===== config.mk =====
export PLATFORM = sky130hd
export DESIGN_NAME = result_display
export DESIGN_NICKNAME = d
export VERILOG_FILES = /design/src/rtl/result_display.sv
export SDC_FILE = /design/constraint.sdc
export NUM_CORES = 1
export LEC_CHECK = 0
export BUFFER_PORTS_ARGS = -buffer_cell sky130_fd_sc_hd__buf_4
export CAP_MARGIN = 20
export CORE_ASPECT_RATIO = 1.5
export CORE_UTILIZATION = 30
export DETAILED_ROUTE_END_ITERATION = 12
export GPL_TIMING_DRIVEN = 0
export PLACE_DENSITY = 0.48
export SETUP_SLACK_MARGIN = 0.4
export SLEW_MARGIN = 10
export SYNTH_ARGS = -nofsm -noshare
export SYNTH_HDL_FRONTEND = slang
export SYNTH_SLANG_ARGS = --single-unit

===== constraint.sdc =====
create_clock -name clk -period 6.2 [get_ports clk]
set_input_delay 0.93 -clock clk [delete_from_list [all_inputs] [get_ports clk]]
set_output_delay 0.93 -clock clk [all_outputs]
set_load 0.02 [all_outputs]

===== src/rtl/result_display.sv =====
// result_display: steps through the 8x8 matrix-multiply result RAM, converts
// each signed word to decimal with a sequential double-dabble and drives six
// active-low seven-segment digits plus a sign LED.
// Optional build macro: LEADING_ZERO_BLANK_EN (blank leading zero digits).
module result_display #(
  parameter int RES_W  = 19,
  parameter int ADDR_W = 6,
  parameter int DIGITS = 6
) (
  input  logic              clk,
  input  logic              reset,
  input  logic              done,
  input  logic              step,
  input  logic [RES_W-1:0]  ram_rdata,
  output logic [ADDR_W-1:0] ram_addr,
  output logic [6:0]        hex0,
  output logic [6:0]        hex1,
  output logic [6:0]        hex2,
  output logic [6:0]        hex3,
  output logic [6:0]        hex4,
  output logic [6:0]        hex5,
  output logic              neg,
  output logic              busy
);

  localparam int         BCD_W = 4 * DIGITS;
  localparam int         CNT_W = $clog2(RES_W + 1);
  localparam logic [6:0] SEG_BLANK = 7'h7F;

  typedef enum logic [2:0] {
    IDLE,
    FETCH,
    LATCH,
    CONVERT,
    SHOW
  } state_t;

  state_t             state, state_next;
  logic               step_q;
  logic               step_rise;
  logic               neg_next;
  logic [RES_W-1:0]   mag;
  logic [BCD_W-1:0]   bcd;
  logic [BCD_W-1:0]   bcd_adj;
  logic [CNT_W-1:0]   iter;
  logic [6:0]         seg_q [DIGITS];
  logic [6:0]         seg_d [DIGITS];
  logic               abort;

  // Segment pattern {g,f,e,d,c,b,a}, active-low; non-decimal nibbles blank.
  function automatic logic [6:0] seg_decode(input logic [3:0] digit);
    case (digit)
      4'd0:    return 7'h40;
      4'd1:    return 7'h79;
      4'd2:    return 7'h24;
      4'd3:    return 7'h30;
      4'd4:    return 7'h19;
      4'd5:    return 7'h12;
      4'd6:    return 7'h02;
      4'd7:    return 7'h78;
      4'd8:    return 7'h00;
      4'd9:    return 7'h10;
      default: return SEG_BLANK;
    endcase
  endfunction

  assign step_rise = step & ~step_q;
  assign abort     = (state != IDLE) && !done;
  assign busy      = (state == FETCH) || (state == LATCH) || (state == CONVERT);

  assign hex0 = seg_q[0];
  assign hex1 = seg_q[1];
  assign hex2 = seg_q[2];
  assign hex3 = seg_q[3];
  assign hex4 = seg_q[4];
  assign hex5 = seg_q[5];

  // State register.
  always_ff @(posedge clk) begin
    // NOTE: registers use non-blocking <= so every flop samples pre-edge values.
    if (!reset) state <= IDLE;
    else        state <= state_next;
  end

  // Next-state logic; losing done aborts to IDLE ahead of any step.
  always_comb begin
    // NOTE: default assigned first so no path leaves state_next unassigned (no latch).
    state_next = state;
    case (state)
      IDLE:    if (done) state_next = FETCH;
      FETCH:   state_next = LATCH;
      LATCH:   state_next = CONVERT;
      CONVERT: if (iter == CNT_W'(RES_W - 1)) state_next = SHOW;
      SHOW:    if (step_rise) state_next = FETCH;
      default: state_next = IDLE;
    endcase
    if (abort) state_next = IDLE;
  end

  // Double-dabble correction: add 3 to every BCD nibble that is 5 or more.
  always_comb begin
    bcd_adj = bcd;
    for (int i = 0; i < DIGITS; i++) begin
      if (bcd[4*i +: 4] >= 4'd5) bcd_adj[4*i +: 4] = bcd[4*i +: 4] + 4'd3;
    end
  end

`ifdef LEADING_ZERO_BLANK_EN
  logic higher_nz;

  // Segment decode with leading zeros blanked; digit 0 always shows.
  always_comb begin
    higher_nz = 1'b0;
    for (int i = DIGITS - 1; i >= 0; i--) begin
      seg_d[i] = seg_decode(bcd[4*i +: 4]);
      if (bcd[4*i +: 4] != 4'd0) higher_nz = 1'b1;
      else if (!higher_nz && i != 0) seg_d[i] = SEG_BLANK;
    end
  end
`else
  // Segment decode showing all digits, leading zeros included.
  always_comb begin
    for (int i = 0; i < DIGITS; i++) seg_d[i] = seg_decode(bcd[4*i +: 4]);
  end
`endif

  // Datapath: address, conversion registers and display outputs.
  always_ff @(posedge clk) begin
    if (!reset) begin
      step_q   <= 1'b0;
      ram_addr <= '0;
      neg      <= 1'b0;
      neg_next <= 1'b0;
      mag      <= '0;
      bcd      <= '0;
      iter     <= '0;
      for (int i = 0; i < DIGITS; i++) seg_q[i] <= SEG_BLANK;
    end else begin
      step_q <= step;
      if (abort || state == IDLE) begin
        ram_addr <= '0;
        neg      <= 1'b0;
        for (int i = 0; i < DIGITS; i++) seg_q[i] <= SEG_BLANK;
      end else begin
        case (state)
          LATCH: begin
            neg_next <= ram_rdata[RES_W-1];
            // Unsigned magnitude; the most negative word maps to 2^(RES_W-1).
            mag      <= ram_rdata[RES_W-1] ? (~ram_rdata + RES_W'(1)) : ram_rdata;
            bcd      <= '0;
            iter     <= '0;
          end
          CONVERT: begin
            {bcd, mag} <= {bcd_adj, mag} << 1;
            iter       <= iter + CNT_W'(1);
          end
          SHOW: begin
            neg <= neg_next;
            for (int i = 0; i < DIGITS; i++) seg_q[i] <= seg_d[i];
            if (step_rise) ram_addr <= ram_addr + ADDR_W'(1);
          end
          default: ;
        endcase
      end
    end
  end

endmodule


Yosys cells after proc, flatten, opt, wreduce, memory -nomap -nowiden
Memories as Yosys holds them, arrays and structs flattened. A register that Yosys moved wholly into a read port is not among the register bits.
Index checks and enable logic that the tools add are counted.

cells by class
  add/sub/neg operators = 9
  order comparisons = 6
  equality and inequality tests = 8
  muxes and demuxes = 46
  bitwise logic cells = 17
  reduce and logical (&&, ||, !) cells = 14

operators with widths
  kind                                                                                  count
  7-bit 2-to-1 mux                                                                      12
  4-bit 2-to-1 mux                                                                      17
  24-bit one-hot mux with 2 select lines                                                1
  19-bit one-hot mux with 2 select lines                                                1
  4-bit by 3-bit greater-or-equal comparator with 1-bit output (second input constant)  6
  4-bit by 2-bit adder with 4-bit output (second input constant)                        5
  19-bit by 1-bit adder with 19-bit output (second input constant)                      1
  19-bit 2-to-1 mux                                                                     1
  19-bit NOT                                                                            1
  3-bit one-hot mux with 5 select lines                                                 1
  3-bit 2-to-1 mux                                                                      4
  1-bit bitwise OR                                                                      12
  5-bit one-hot mux with 2 select lines                                                 1
  1-bit 2-to-1 mux                                                                      8
  6-bit by 1-bit adder with 6-bit output (second input constant)                        1
  3-bit by 2-bit equality test with 1-bit output (second input constant)                2
  2-bit AND reduction                                                                   3
  5-bit by 1-bit adder with 5-bit output (second input constant)                        1
  5-bit equality test (second input constant)                                           1
  2-bit != test (second input constant)                                                 2
  2-bit OR reduction                                                                    2
  3-bit by 2-bit adder with 3-bit output (second input constant)                        1
  3-bit by 1-bit equality test with 1-bit output (second input constant)                1
  3-bit equality test (second input constant)                                           1
  10 further kinds                                                                      14

storage, ports and cells
  bits in registers = 60
  bits in writable memories = 42
  memory bits (read-only) = 672
  input port bits = 23
  output and inout port bits = 50
  word-level logic and storage cells = 115
  memories = 7

memory list
  memory            depth  bits a word  rd ports  clocked after memory_dff  wr ports  RTL line  text
  (name not given)  16     7            1         1                         0         52        case (digit)
  (name not given)  16     7            1         1                         0         52
  (name not given)  16     7            1         1                         0         52
  (name not given)  16     7            1         1                         0         52
  (name not given)  16     7            1         1                         0         52
  (name not given)  16     7            1         1                         0         52
  1 more memories   n/a    n/a          n/a       n/a                       n/a       n/a

Logic depth before layout (Yosys ltp)
Gate-level depths: netlist of run 1.

  depth in word-level cells = 8
  mapped depth = 12

Least setup slack after synthesis of run 1
No wires, ideal clock.

  path type = input to register
  start = in done
  end = reg, netlist name seg_d[12]
  library setup time = 0.112 ns
  arrival time = 2.845 ns
  data required time = 6.088 ns
  slack = 3.243 ns
  cell stages on the path = 11
  buffers on the path = 3
  cell sequence = and3b_1 > buf_4 > nand2_2 > buf_2 > buf_2 > o32ai_1 > and2_1 > inv_1 > ha_1 > and3_1 > a2111oi_1

between the ends
  word-level cells in the longest chain between the ends = 7

RTL lines
  what                                            RTL line  text
  start, declared                                 12        input logic done,
  1-bit zero test                                 68        assign abort = (state != IDLE) && !done;
  1-bit logical AND                               68
  1-bit logical OR                                140       if (abort || state == IDLE) begin
  1-bit NOT (no source line)                      n/a
  2-bit AND reduction (no source line)            n/a
  4-bit 2-to-1 mux (no source line) (2 in a row)  n/a

Every way passes these cells.
A chain may end at the register's enable or synchronous reset.

Worst setup path in the final report of run 1
  start = in reset
  end = reg, netlist name seg_d[19]

between the ends
  word-level cells in the longest chain between the ends = 1

RTL lines
  what                               RTL line  text
  start, declared                    11        input logic reset,
  4-bit 2-to-1 mux (no source line)  n/a

Every way passes these cells.

==> results of run 1 <==
[metal layers]
metal / wire, um / track usage / vias to the layer above
met3: 763 / 0.03014 / 29
li1: - / - / 3091
met4: 544 / 0.06854 / 0
met2: 10140 / 0.2951 / 142
met1: 8150 / 0.1849 / 2888
met5: 0 / 0 / -
[registers in the layout, summed over array words and instances (netlist names), 3 cells and up]
| register | cells |
|---|---|
| bcd | 24 |
| iter | 5 |
| mag | 19 |
| ram_addr | 6 |
| seg_d | 42 |
| seg_q | 42 |
| state | 3 |
[synth_stat cells (6+ instances only)]
| master | n |
|---|---|
| and2_1 | 22 |
| o22ai_1 | 12 |
| a31oi_1 | 11 |
| buf_2 | 10 |
| ha_1 | 46 |
| nand2_1 | 65 |
| nor2_1 | 38 |
| a21oi_1 | 49 |
| o21ai_0 | 43 |
| nand3_1 | 20 |
| clkbuf_1 | 32 |
| o221ai_1 | 13 |
| and3_1 | 9 |
| nor3_1 | 9 |
| edfxtp_1 | 42 |
| a211oi_1 | 8 |
| nand4_1 | 13 |
| dfxtp_1 | 102 |
| o31ai_1 | 16 |
| xnor2_1 | 18 |
| nor3b_1 | 7 |
| inv_1 | 36 |
| o211ai_1 | 7 |
| or2_2 | 47 |
| nor2b_1 | 6 |
| xor2_1 | 16 |
| nand2b_1 | 13 |
[metrics by stage]
stage | hold WS (ns) | power (W) | util
2_1_floorplan | 0.4254 | 0.001037 | -
3_3_place_gp | 0.4355 | 0.001079 | 0.3455
3_5_place_dp | 0.4386 | 0.001079 | 0.3457
4_1_cts | 0.4485 | 0.002117 | 0.3700
5_1_grt | 0.4689 | 0.002166 | 0.3700
6_report | 0.4487 | 0.002089 | 0.3700
[cells in the final DEF, fill, tap and decap left out, types with 5 or more instances in the layout]
cell,netlist,final
a2111oi_0,5,5
a211oi_1,8,8
a21o_1,5,5
a21oi_1,49,49
a221oi_1,5,5
a31oi_1,11,11
and2_1,22,22
and3_1,9,9
buf_1,5,5
buf_2,10,11
buf_4,1,73
clkbuf_1,32,32
clkbuf_16,0,17
clkinvlp_4,0,5
dfxtp_1,102,102
edfxtp_1,42,42
ha_1,46,46
inv_1,36,36
nand2_1,65,65
nand2b_1,13,13
nand3_1,20,20
nand4_1,13,13
nor2_1,38,38
nor2b_1,6,6
nor3_1,9,9
nor3b_1,7,7
o211ai_1,7,7
o21ai_0,43,43
o221ai_1,13,13
o22ai_1,12,12
o31a_1,5,5
o31ai_1,16,16
or2_2,47,47
xnor2_1,18,18
xor2_1,16,16
[power groups by stage]
stage / Clock, W / Combinational [W] / Sequential (W)
floorplan: 0 / 0.0000461 / 0.000990
global placement: 0 / 0.0000879 / 0.000991
detailed placement: 0 / 0.0000881 / 0.000991
CTS: 0.00106 / 0.0000884 / 0.000971
global route: 0.00110 / 0.0000951 / 0.000971
finish: 0.00103 / 0.0000868 / 0.000971
[final cells by class]
cell class	instances	area (sq um)
Buffer	48	196.4
Clock buffer	17	425.4
Clock inverter	14	168.9
Fill cell	2515	15390
Inverter	38	142.6
Multi-Input combinational cell	571	3855
Sequential cell	144	3303
Tap cell	324	405.4
Timing Repair Buffer	73	545.5
[final timing paths]
check / startpoint / endpoint / cells after the start
min: neg_next / neg / 2
max: reset / seg_d[19] / 9
min reg2reg: neg_next / neg / 2
max reg2reg: state[0] / seg_d[22] / 8
[cells by family (layout without fill, tap and decap cells)]
| logic type | after synthesis | after routing | synth area share |
|---|---|---|---|
| compound gates | 213 | 213 | 0.1961 |
| xor+xnor | 34 | 34 | 0.03972 |
| buf+inv | 86 | 190 | 0.04523 |
| simple gates | 274 | 274 | 0.1963 |
| fa+ha+maj | 46 | 46 | 0.07677 |
| mux | 4 | 4 | 0.005341 |
| flops | 144 | 144 | 0.4406 |
[critical path, cell delays in order]
cell and delay, ns:
buf_4 0.11, clkbuf_1 0.36, buf_2 0.34, clkbuf_1 0.57
clkbuf_1 0.65, nand2_1 0.25, ha_1 0.31, and3_1 0.17
a2111oi_2 0.27
==> reports/results.ini, run 1 <==
[timing]
finalHoldViolations=0
slew_headroom=0.4343
setup_viol=0
layout_min_cycle_time_ns=3.654
max_freq_mhz=273.7
skew_ns=0.009573
finalMaxSlewViolations=0
worstMarginPinSlew_ns=0.8486
fin_crit_sh=0.5893
tns_ns=0
rsz0062_at_grt=false
worst_slack_ns=2.546

[power]
swShare=0.2220
peakVddDrop_v=0.0001961
leakagePower_nw=3.190
power.density_nw_per_um2=231.0
p_clk_frac=0.494
seqPwrFrac=0.465
internal_power_w=0.001625
p_switching_w=0.0004637
power_frac_comb=0.042

[route]
routed_wirelength_um=19600
firstDrtPassIters=6
vias=6150
wl_per_cell_um=15.95
drt-initial-drc-count=361
ant_nets=0
via_per_inst=5.004
drcViolationCount=0

[floorplan]
pin_count=73
initial_core_util=0.3068
placementRows=70
core_region_area_sq_um=24440
dieArea_sq_um=25640
die_h_um=195.6
die_w_um=131.1

[final_layout]
drive_gt1_frac=0.1945
final_area_sq_um=9042
antennaDiodeCount=0
layout.nets=962
area_growth_pct=20.61
stdcell_count=1229

[cts]
cts_tree=built
cts_buffer_depth=2
hold_buffers=0
cts_root_buf=clkbuf_16
clk_pin_slew_ns=0.06
cts_setup_buffers=0
clock-sinks=144
cts_made_buffers=17
cts_resized=0
cts.htree.levels=4
clk_latency_ns=0.43

[grt]
grt_usage=0.1638
grt_overflow_total=0
grt_pass1_wl_um=31660
grt_pass1_vias=5934
antenna_found_initial=0
grt_max_degree=36

[placed_design]
dp_slack_ns=2.118
portBuffers=72
dp_cells=1198
placed_area_sq_um=8448
gp_congestion=0.8327
dpl.hpwl_um=14590

[worst_setup_path]
worst-r2r-setup-slack_ns=2.79
worstPathMaxFanout=10
worst_setup_path_end_kind=register
cp_data_required_time_ns=6.52
startpoint_type=input pin
worstPathArrival_ns=3.98
path_class=in2reg

[synthesis]
syn_inst=801
synth.net_count=870
ys_ff_latch=144
yosysTopAreaCellShare=0.2724
async_flop_share=0
synth-edff-count=42
synth.cell_area_sq_um=7497
synth_area_leaders=dfxtp_1, edfxtp_1, ha_1
ys_types=67
ys_seq_area_frac=0.4406
synth_area_per_cell_sq_um=9.360
synth_largest_area_cell=dfxtp_1
ys_warn_count=0
ys.flop_type=dfxtp_1

[job]
maxCapViolations=0

[status]
status=completed

[worst_hold_path]
hp-class=reg2reg

Note: power is estimated with default switching activity, not from simulation.
==> inputs of run 2 (changes only) <==
--- a/config.mk
+++ b/config.mk
@@ -5,13 +5,14 @@
 export SDC_FILE = /design/constraint.sdc
 export NUM_CORES = 1
 export LEC_CHECK = 0
+export ABC_AREA = 1
 export BUFFER_PORTS_ARGS = -buffer_cell sky130_fd_sc_hd__buf_4
 export CAP_MARGIN = 20
 export CORE_ASPECT_RATIO = 1.5
 export CORE_UTILIZATION = 30
 export DETAILED_ROUTE_END_ITERATION = 12
 export GPL_TIMING_DRIVEN = 0
-export PLACE_DENSITY = 0.48
+export PLACE_DENSITY = 0.5
 export SETUP_SLACK_MARGIN = 0.4
 export SLEW_MARGIN = 10
 export SYNTH_ARGS = -nofsm -noshare
==> constraint.sdc (replaced) <==
create_clock -name clk -period 3.08 [get_ports clk]
set_input_delay 0.462 -clock clk [delete_from_list [all_inputs] [get_ports clk]]
set_output_delay 0.462 -clock clk [all_outputs]
set_load 0.02 [all_outputs]
==> reports/results.ini, run 2 <==
[power]
peakVddDrop_v=0.0003687
leakagePower_nw=4.031
power.density_nw_per_um2=516.6
finalPower_w=0.004615

[timing]
tns_ns=0
skew_ns=0.01004
slew_headroom=0.4983
worstMarginPinSlew_ns=0.7497
fin_crit_sh=0.8115
finalHoldViolations=0
finalMaxSlewViolations=0
worst_slack_ns=0.5806
max_freq_mhz=400.1
rsz0062_at_grt=false
setup_viol=0
layout_min_cycle_time_ns=2.499

[cts]
cts_tree=built
clk_pin_slew_ns=0.06
cts.htree.levels=4
clock-sinks=144
cts_root_buf=clkbuf_16
cts_made_buffers=17
cts_resized=0
clk_latency_ns=0.43
hold_buffers=0
cts_buffer_depth=2

[grt]
grt_pass1_vias=5850
grt_pass1_wl_um=27670
grt_max_degree=36
grt_usage=0.1417
antenna_found_initial=0
grt_overflow_total=0

[worst_setup_path]
worst_setup_path_end_kind=register
cp_data_required_time_ns=3.38
crit_slowest_cell=dfxtp_1
path_cells=inv_2 -> nand2_1 -> nor2_4 -> nand2_2 -> buf_6 -> nor2_1 -> nand2_1 -> a21oi_2 -> inv_1 -> ha_1 -> nand3_1 -> nand2_1 -> nand2_1 -> nand2_1
startpoint_type=register
crit_family=simple AND/OR/NAND/NOR gates
worstPathArrival_ns=2.80
worstPathMaxFanout=10
timing.rr.start=state[2]
rr_worst_depth=14
slowest_delay_ns=0.36
path_class=reg2reg
worst-r2r-setup-slack_ns=0.58
critPathBufInv=3
r2r_end=seg_d[3]
path_common_cell=nand2_1

[synthesis]
synth-edff-count=42
syn_inst=975
ys_ff_latch=144
yosysTopAreaCellShare=0.2774
yosys.cell_count.top_type=nand2_1
ys_seq_area_frac=0.4488
synth_area_per_cell_sq_um=7.550
synth_area_leaders=dfxtp_1, edfxtp_1, nand2_1
ys_types=33
async_flop_share=0
synth.net_count=1044
ys_warn_count=0
synth_common_cells=nand2_1, inv_1, dfxtp_1
ys.flop_type=dfxtp_1
synth.cell_area_sq_um=7361
synth_largest_area_cell=dfxtp_1

[floorplan]
pin_count=73
die_h_um=193.8
dieArea_sq_um=25180
core_region_area_sq_um=23910
die_w_um=129.9
initial_core_util=0.3078
placementRows=69

[final_layout]
stdcell_count=1400
layout.nets=1138
fillers=2573
final_common_cell=nand2_1
final_cell_mix=nand2_1, inv_1, dfxtp_1
area_growth_pct=21.37
drive_gt1_frac=0.1471
final_area_sq_um=8934
antennaDiodeCount=0

[route]
vias=6063
via_per_inst=4.331
ant_nets=0
firstDrtPassIters=4
drcViolationCount=0
wl_per_cell_um=11.91
routed_wirelength_um=16670
drt-initial-drc-count=173

[worst_hold_path]
hp-class=in2reg
hold_end=step_q
holdPathStages=3
min_from=step

[status]
status=completed

[placed_design]
portBuffers=72
gp_congestion=0.7996
dp_cells=1367
dp_slack_ns=0.4295
dpl.hpwl_um=12530
placed_area_sq_um=8323

[job]
maxCapViolations=0

-- run 2: repair_timing --
item,in CTS,in global routing
setup buffers,0,2
endpoints found under the hold margin,0,0
setup endpoints to repair,0,1
-- run 2: kinds of logic (layout without fill, tap and decap cells) --
kind of cell	Yosys count	count (layout)	share of synthesized area
simple gates	485	485	0.2772
buf+inv	174	280	0.09264
flops	144	144	0.4488
compound gates	117	117	0.09247
fa+ha+maj	46	46	0.07819
xor+xnor	9	9	0.01071
-- run 2: final cells by class --
type,count,area [sq um],area share
plain buffers,23,115.1,0.01289
clock buffers,21,461.7,0.05168
clock inverters,10,133.9,0.01499
inverters,151,566.8,0.06345
multi-input cells,657,3378,0.3782
flip-flops and latches,144,3303,0.3697
well taps,319,399.1,0.04468
repair buffers,75,575.6,0.06443
-- run 2: metal layers --
metal,GRT usage,routed length [um],vias up
met3,0.03008,485,18
met4,0.05383,290,0
met5,0,0,-
met2,0.2709,9058,89
met1,0.1461,6831,2687
li1,-,-,3269
-- run 2: per-stage QoR --
step / utilization / hold WS [ns]
global placement: 0.3471 / 0.4494
finish: 0.3736 / 0.2248
global route: 0.3736 / 0.2243
detailed placement: 0.3480 / 0.4430
CTS: 0.3729 / 0.2021
floorplan: - / 0.4136
-- run 2: how the worst max path moves through the flow --
stage	from	end	slack, ns	depth (start not counted)
floorplan	state[0]	seg_q[0][0]	1.04	4
global placement	reset	seg_q[2][2]	0.42	4
detailed placement	done	seg_d[3]	0.43	14
CTS	state[2]	seg_d[3]	0.57	14
global route	state[1]	seg_d[24]	0.41	14
finish	state[2]	seg_d[3]	0.58	14
-- run 2: power by group --
part | internal (W) | leakage, nW | switching (W)
combinational | 0.000148 | 2.59 | 0.000338
clock | 0.00131 | 0.293 | 0.000781
sequential | 0.00201 | 1.15 | 0.0000241
total | 0.00347 | 4.03 | 0.00114
-- run 2: worst register-to-register path, stage by stage, from the launching register on --
cell and delay (ns):
dfxtp_1 0.36, inv_2 0.09, nand2_1 0.08, nor2_4 0.32, nand2_2 0.13, buf_6 0.17
nor2_1 0.08, nand2_1 0.12, a21oi_2 0.31, inv_1 0.14, ha_1 0.31, nand3_1 0.09
nand2_1 0.07, nand2_1 0.05, nand2_1 0.05
